===== src/rtl/button_conditioner_if.sv =====
// Button pin and conditioned-event bundle shared by the conditioner and its consumers.
// The master side drives the raw pins; the slave side returns level and event pulses.
interface button_conditioner_if #(
  parameter int N_BTN = 4
) ();
  logic [N_BTN-1:0] BtnRaw;
  logic [N_BTN-1:0] BtnLevel;
  logic [N_BTN-1:0] BtnPress;
  logic [N_BTN-1:0] BtnRelease;
  logic [N_BTN-1:0] BtnHold;

  modport master (
    output BtnRaw,
    input  BtnLevel,
    input  BtnPress,
    input  BtnRelease,
    input  BtnHold
  );

  modport slave (
    input  BtnRaw,
    output BtnLevel,
    output BtnPress,
    output BtnRelease,
    output BtnHold
  );
endinterface


===== src/rtl/button_conditioner.sv =====
// Per-button synchroniser, stability-count debouncer, press/release edge pulses and
// a single long-press pulse. Every button is an independent copy of the same slice.
module button_conditioner #(
  parameter int N_BTN           = 4,
  parameter int DEBOUNCE_CYCLES = 1000000,
  parameter int CNT_W           = 20,
  parameter int HOLD_CYCLES     = 100000000,
  parameter int HOLD_W          = 27
) (
  input logic                  Clk,
  input logic                  nReset,
  button_conditioner_if.slave  btn
);

  localparam logic [CNT_W-1:0]  DB_LAST  = CNT_W'(DEBOUNCE_CYCLES - 1);
  localparam logic [HOLD_W-1:0] HOLD_LAST = HOLD_W'(HOLD_CYCLES - 1);
  localparam logic [HOLD_W-1:0] HOLD_SAT  = HOLD_W'(HOLD_CYCLES);

  logic [N_BTN-1:0] level_vec;
  logic [N_BTN-1:0] press_vec;
  logic [N_BTN-1:0] release_vec;
  logic [N_BTN-1:0] hold_vec;

  genvar gi;
  generate
    for (gi = 0; gi < N_BTN; gi++) begin : g_btn
      logic              s1_reg;
      logic              s2_reg;
      logic              level_reg;
      logic              press_reg;
      logic              release_reg;
      logic              hold_reg;
      logic [CNT_W-1:0]  cnt_reg;
      logic [HOLD_W-1:0] hcnt_reg;
      logic              accept;
      logic              falling;

      // The synchronised input has disagreed with the level for the full window.
      assign accept  = (s2_reg != level_reg) && (cnt_reg == DB_LAST);
      assign falling = accept && !s2_reg;

      always_ff @(posedge Clk or negedge nReset) begin
        if (!nReset) begin
          s1_reg      <= 1'b0;
          s2_reg      <= 1'b0;
          level_reg   <= 1'b0;
          press_reg   <= 1'b0;
          release_reg <= 1'b0;
          hold_reg    <= 1'b0;
          cnt_reg     <= '0;
          hcnt_reg    <= '0;
        end else begin
          s1_reg      <= btn.BtnRaw[gi];
          s2_reg      <= s1_reg;
          press_reg   <= accept && s2_reg;
          release_reg <= falling;
          hold_reg    <= 1'b0;

          if (s2_reg == level_reg) begin
            cnt_reg <= '0;
          end else if (accept) begin
            level_reg <= s2_reg;
            cnt_reg   <= '0;
          end else begin
            cnt_reg <= cnt_reg + 1'b1;
          end

          // A release on this edge wins over a hold that would complete on it.
          if (!level_reg || falling) begin
            hcnt_reg <= '0;
          end else if (hcnt_reg == HOLD_LAST) begin
            hold_reg <= 1'b1;
            hcnt_reg <= HOLD_SAT;
          end else if (hcnt_reg != HOLD_SAT) begin
            hcnt_reg <= hcnt_reg + 1'b1;
          end
        end
      end

      assign level_vec[gi]   = level_reg;
      assign press_vec[gi]   = press_reg;
      assign release_vec[gi] = release_reg;
      assign hold_vec[gi]    = hold_reg;
    end
  endgenerate

  assign btn.BtnLevel   = level_vec;
  assign btn.BtnPress   = press_vec;
  assign btn.BtnRelease = release_vec;
  assign btn.BtnHold    = hold_vec;

endmodule


===== src/flat_wrapper.sv =====
// flat-port wrapper written by rule: the top's interface ports become plain ports
module button_conditioner_flat 
#(
  parameter int N_BTN           = 4,
  parameter int DEBOUNCE_CYCLES = 1000000,
  parameter int CNT_W           = 20,
  parameter int HOLD_CYCLES     = 100000000,
  parameter int HOLD_W          = 27
)
  (Clk, nReset, btn_BtnRaw, btn_BtnLevel, btn_BtnPress, btn_BtnRelease, btn_BtnHold);
  button_conditioner_if #(.N_BTN(N_BTN)) btn_i ();
  input logic Clk;
  input logic nReset;
  input wire logic [$bits(btn_i.BtnRaw)-1:0] btn_BtnRaw;
  output wire logic [$bits(btn_i.BtnLevel)-1:0] btn_BtnLevel;
  output wire logic [$bits(btn_i.BtnPress)-1:0] btn_BtnPress;
  output wire logic [$bits(btn_i.BtnRelease)-1:0] btn_BtnRelease;
  output wire logic [$bits(btn_i.BtnHold)-1:0] btn_BtnHold;
  assign btn_i.BtnRaw = btn_BtnRaw;
  assign btn_BtnLevel = btn_i.BtnLevel;
  assign btn_BtnPress = btn_i.BtnPress;
  assign btn_BtnRelease = btn_i.BtnRelease;
  assign btn_BtnHold = btn_i.BtnHold;
  button_conditioner #(.N_BTN(N_BTN), .DEBOUNCE_CYCLES(DEBOUNCE_CYCLES), .CNT_W(CNT_W), .HOLD_CYCLES(HOLD_CYCLES), .HOLD_W(HOLD_W)) u_core (.Clk(Clk), .nReset(nReset), .btn(btn_i));
endmodule

===== config.mk =====
export PLATFORM = sky130hd
export DESIGN_NAME = button_conditioner_flat
export DESIGN_NICKNAME = d
export VERILOG_FILES = /design/src/rtl/button_conditioner_if.sv /design/src/rtl/button_conditioner.sv /design/src/flat_wrapper.sv
export SDC_FILE = /design/constraint.sdc
export NUM_CORES = 1
export LEC_CHECK = 0
export CAP_MARGIN = 20
export CORE_MARGIN = 3
export CORE_UTILIZATION = 50
export DETAILED_ROUTE_END_ITERATION = 16
export PLACE_DENSITY_LB_ADDON = 0.12
export SLEW_MARGIN = 20
export SYNTH_ARGS = -nofsm -noshare
export SYNTH_HDL_FRONTEND = slang
export SYNTH_SLANG_ARGS = --single-unit
export TNS_END_PERCENT = 50

===== constraint.sdc =====
create_clock -name Clk -period 2.1 [get_ports Clk]
set_input_delay 0.21 -clock Clk [delete_from_list [all_inputs] [get_ports Clk]]
set_output_delay 0.21 -clock Clk [all_outputs]
set_load 0.05 [all_outputs]

==> impl_metrics.env <==
export IMPL_outcome="finished, final reports clean"
export IMPL_gp_routability_congestion=0.795
export IMPL_cellPowerDensity_nw_per_um2=669
export IMPL_drive_above_1_share_pct=13.0
export IMPL_maxClockFrequency_mhz=498
export IMPL_areaGrowthSynthToFinish_pct=16.9
export IMPL_drv_cap=0
export IMPL_die_area_um2=24000
export IMPL_power_combinational_fraction_pct=2.3
export IMPL_drc=0
export IMPL_setup_violations_final=0
export IMPL_post_cts_repair_setup_buffers=0
export IMPL_die_width_um=155
export IMPL_synth_cells=1145
export IMPL_ys_top_cells_by_area="sky130_fd_sc_hd__dfrtp_1, sky130_fd_sc_hd__xor2_1, sky130_fd_sc_hd__or4_1"
export IMPL_layout_commonest_cell="sky130_fd_sc_hd__dfrtp_1"
export IMPL_dieHeight_um=155
export IMPL_detail_route_wirelength_um=23100
export IMPL_slowest_stage="sky130_fd_sc_hd__or4_1"
export IMPL_num_nets_final=1227
export IMPL_synth_largest_type_area_fraction_pct=47.9
export IMPL_timing_critical_path_cells="ha_1 -> inv_1 -> or4_1 -> or4_1 -> a21oi_1"
export IMPL_power_after_layout_mw=8.66
export IMPL_number_of_antenna_violations_at_the_first_check_in_global_routing=0
export IMPL_slew_viol_final=0
export IMPL_worstPathArrival_ps=2460
export IMPL_clockBufferDepth=3
export IMPL_grt_pass1_vias=8501
export IMPL_dpl_instance_area_um2=12100
export IMPL_largest_register_ffs=108
export IMPL_worst_r2r_path_depth=5
export IMPL_number_of_synthesized_flops_with_an_enable_pin=0
export IMPL_max_slew_margin_pct=62.7
export IMPL_vdd_ir_drop_worst_uv=524
export IMPL_crit_path_max_incr_delay_ps=680
export IMPL_utilization_pct=60.4
export IMPL_cts_tree="yes"
export IMPL_setup_repair_after_global_routing_missed_its_margin="no"
export IMPL_cts_root_buf="sky130_fd_sc_hd__clkbuf_16"
export IMPL_initial_utilization_pct=51.7
export IMPL_synth_sequential_area_ratio_pct=47.9
export IMPL_finalInstanceArea_um2=12900
export IMPL_dpl_hpwl_um=15400
export IMPL_drt_first_pass_iters=4
export IMPL_postSynthRegisterBits=212
export IMPL_cts_inserted_buffers=24
export IMPL_cts_sinks=212
export IMPL_startpoint_type="register"
export IMPL_post_synth_fa_ha_maj_area_fraction_pct=1.36
export IMPL_holdCritPathClass="in2reg"
export IMPL_fraction_of_the_mapped_netlist_area_in_simple_logic_gates_pct=27.7
export IMPL_setup_tns_ps=0
export IMPL_htreeDepth=1
export IMPL_placeable_core_region_um2=21400
export IMPL_finalHoldViolations=0
export IMPL_skew_ps=10.5
export IMPL_ys_types=49
export IMPL_groute_usage_overall_pct=19.7
export IMPL_syn_area_per_cell_um2=9.67
export IMPL_setup_worst_path_end_class="register"
export IMPL_floorplan_io_pins=22
export IMPL_p_leak_nw=4.95
export IMPL_grt_overflow=0
export IMPL_data_required_time_of_the_worst_path_ps=2550
export IMPL_netlist_area_um2=11100
export IMPL_sequentialPowerShare_pct=47.7
export IMPL_synthDominantAreaCellType="sky130_fd_sc_hd__dfrtp_1"
export IMPL_hold_depth=1
export IMPL_wire_per_inst_um=15.4
export IMPL_drt_initial_drc_count=438
export IMPL_fin_worst_hold_slack_ps=130
export IMPL_final_cell_mix="sky130_fd_sc_hd__dfrtp_1, sky130_fd_sc_hd__a21oi_1, sky130_fd_sc_hd__nand2_1"
export IMPL_worstMarginPinSlew_ps=555
export IMPL_largest_net_degree_at_the_start_of_global_routing=63
export IMPL_synthXorXnorAreaFrac_pct=7.28
export IMPL_final_cycle_utilization_of_the_critical_path_pct=95.7
export IMPL_route_antenna_remaining_nets=0
export IMPL_cts_clk_slew_worst_paths_ps=60
export IMPL_source_to_sink_clock_delay_at_the_later_pin_of_the_worst_skew_pair_ps=520
export IMPL_dominant_combinational_cell_family_by_area_after_synthesis="simple AND/OR/NAND/NOR gates"
export IMPL_wire_length_of_the_first_global_routing_pass_um=40900
export IMPL_path_max_fanout=10
export IMPL_cell_internal_pwr_mw=6.82
export IMPL_diodes=0
export IMPL_power_switching_fraction_pct=21.2
export IMPL_synthMuxAreaShare_pct=0.407
export IMPL_clk_network_pwr_share_pct=50.0
export IMPL_cp_common_cell="sky130_fd_sc_hd__or4_1"
export IMPL_critPathKind="reg2reg"
export IMPL_async_s_r_ff_share_synth_pct=100
export IMPL_synth_compound_gate_area_share_pct=11.4
export IMPL_number_of_rows_in_the_core_area=53
export IMPL_p_sw_mw=1.84
export IMPL_routed_via_density=5.92
export IMPL_yosysWarnings=0
export IMPL_mappedNetlistNets=1163
export IMPL_num_vias=8891
export IMPL_final_min_clock_period_ps=2010
export IMPL_synth_flop_cell="sky130_fd_sc_hd__dfrtp_1"
export IMPL_placement_io_buffers=21
==> cell type report <==
cell class	instances	area, um2
clock inverters	15	158
clock buffers	29	671
repair buffers	102	970
well taps	275	344
flip-flops and latches	212	5310
fillers	1831	8480
inverters	31	116
multi-input cells	838	5380
==> per-stage QoR <==
step | setup slack (ps) | std cells
after floorplan | -8.15 | 1145
after global placement | 76.4 | 1457
after detailed placement | 30.4 | 1457
after CTS | 0.858 | 1502
after global routing | 1.05 | 1502
final | 90.2 | 1502
==> cell families after synthesis <==
kind of cell | after synthesis
DFF | 212
buffers and inverters | 95
xor gates and xnor gates | 92
muxes | 4
AOI/OAI and AO/OA | 197
adders and majority gates | 12
and+or+nand+nor | 533
==> power groups by stage <==
stage	clock network (mW)	logic (mW)	registers [mW]
floorplan	0	0.0497	4.21
global placement	0	0.209	4.21
detailed placement	0	0.208	4.21
CTS	4.48	0.210	4.13
global route	4.64	0.233	4.14
finish	4.33	0.200	4.14
==> critical path: cells and delay by family (launching register included) <==
| kind | cells | cell delay [ps] |
|---|---|---|
| AND/OR/NAND/NOR | 2 | 1230 |
| flip-flops | 1 | 350 |
| adder cells (fa/ha/maj) | 1 | 180 |
| AO/OA/AOI/OAI | 1 | 140 |
| buffers and inverters | 1 | 40 |
==> metal layers <==
metal / global-route usage (%) / vias up / share of wire [%]
li1: - / 4414 / -
met1: 29.3 / 4321 / 49
met2: 31.1 / 122 / 46
met3: 2.55 / 34 / 3.1
met4: 4.42 / 0 / 1.9
met5: 0 / - / 0
==> synthesized netlist by cell type, types with 7 or more instances <==
cell type	count
sky130_fd_sc_hd__nor4b_1	14
sky130_fd_sc_hd__ha_1	12
sky130_fd_sc_hd__buf_2	16
sky130_fd_sc_hd__o21ai_0	41
sky130_fd_sc_hd__clkbuf_1	31
sky130_fd_sc_hd__a21oi_1	72
sky130_fd_sc_hd__and2_1	9
sky130_fd_sc_hd__and3_1	20
sky130_fd_sc_hd__and4_1	24
sky130_fd_sc_hd__buf_4	17
sky130_fd_sc_hd__nand3_1	70
sky130_fd_sc_hd__nand3b_1	7
sky130_fd_sc_hd__nor4_1	22
sky130_fd_sc_hd__xor2_1	52
sky130_fd_sc_hd__xnor2_1	40
sky130_fd_sc_hd__nand4_1	48
sky130_fd_sc_hd__inv_1	31
sky130_fd_sc_hd__nor3b_1	9
sky130_fd_sc_hd__dfrtp_1	212
sky130_fd_sc_hd__or4_1	60
sky130_fd_sc_hd__nand2_1	70
sky130_fd_sc_hd__nor3_1	55
sky130_fd_sc_hd__nor2_1	69
sky130_fd_sc_hd__or3_1	39
sky130_fd_sc_hd__o31ai_1	42
sky130_fd_sc_hd__a211oi_1	16
==> timing repair <==
| item | in CTS | in global routing |
|---|---|---|
| hold buffers | 1 | 0 |
| hold endpoints to repair | 56 | 0 |
| gates resized for setup | 1 | 19 |
| pin swaps | 0 | 0 |
| setup endpoints to repair | 1 | 70 |
==> path summary, 6_finish.rpt <==
kind,start,endpoint,slack [ps]
max,u_core.g_btn[3].hcnt_reg[1],u_core.g_btn[3].hcnt_reg[24],90
min,btn_BtnRaw[3],u_core.g_btn[3].s1_reg,130
max reg2reg,u_core.g_btn[3].hcnt_reg[1],u_core.g_btn[3].hcnt_reg[24],90
min reg2reg,u_core.g_btn[2].s1_reg,u_core.g_btn[2].s2_reg,340
max in group asynchronous,nReset,u_core.g_btn[1].press_reg,1220
min in group asynchronous,nReset,u_core.g_btn[2].hcnt_reg[26],240
Power figures use the tool's default switching activity.
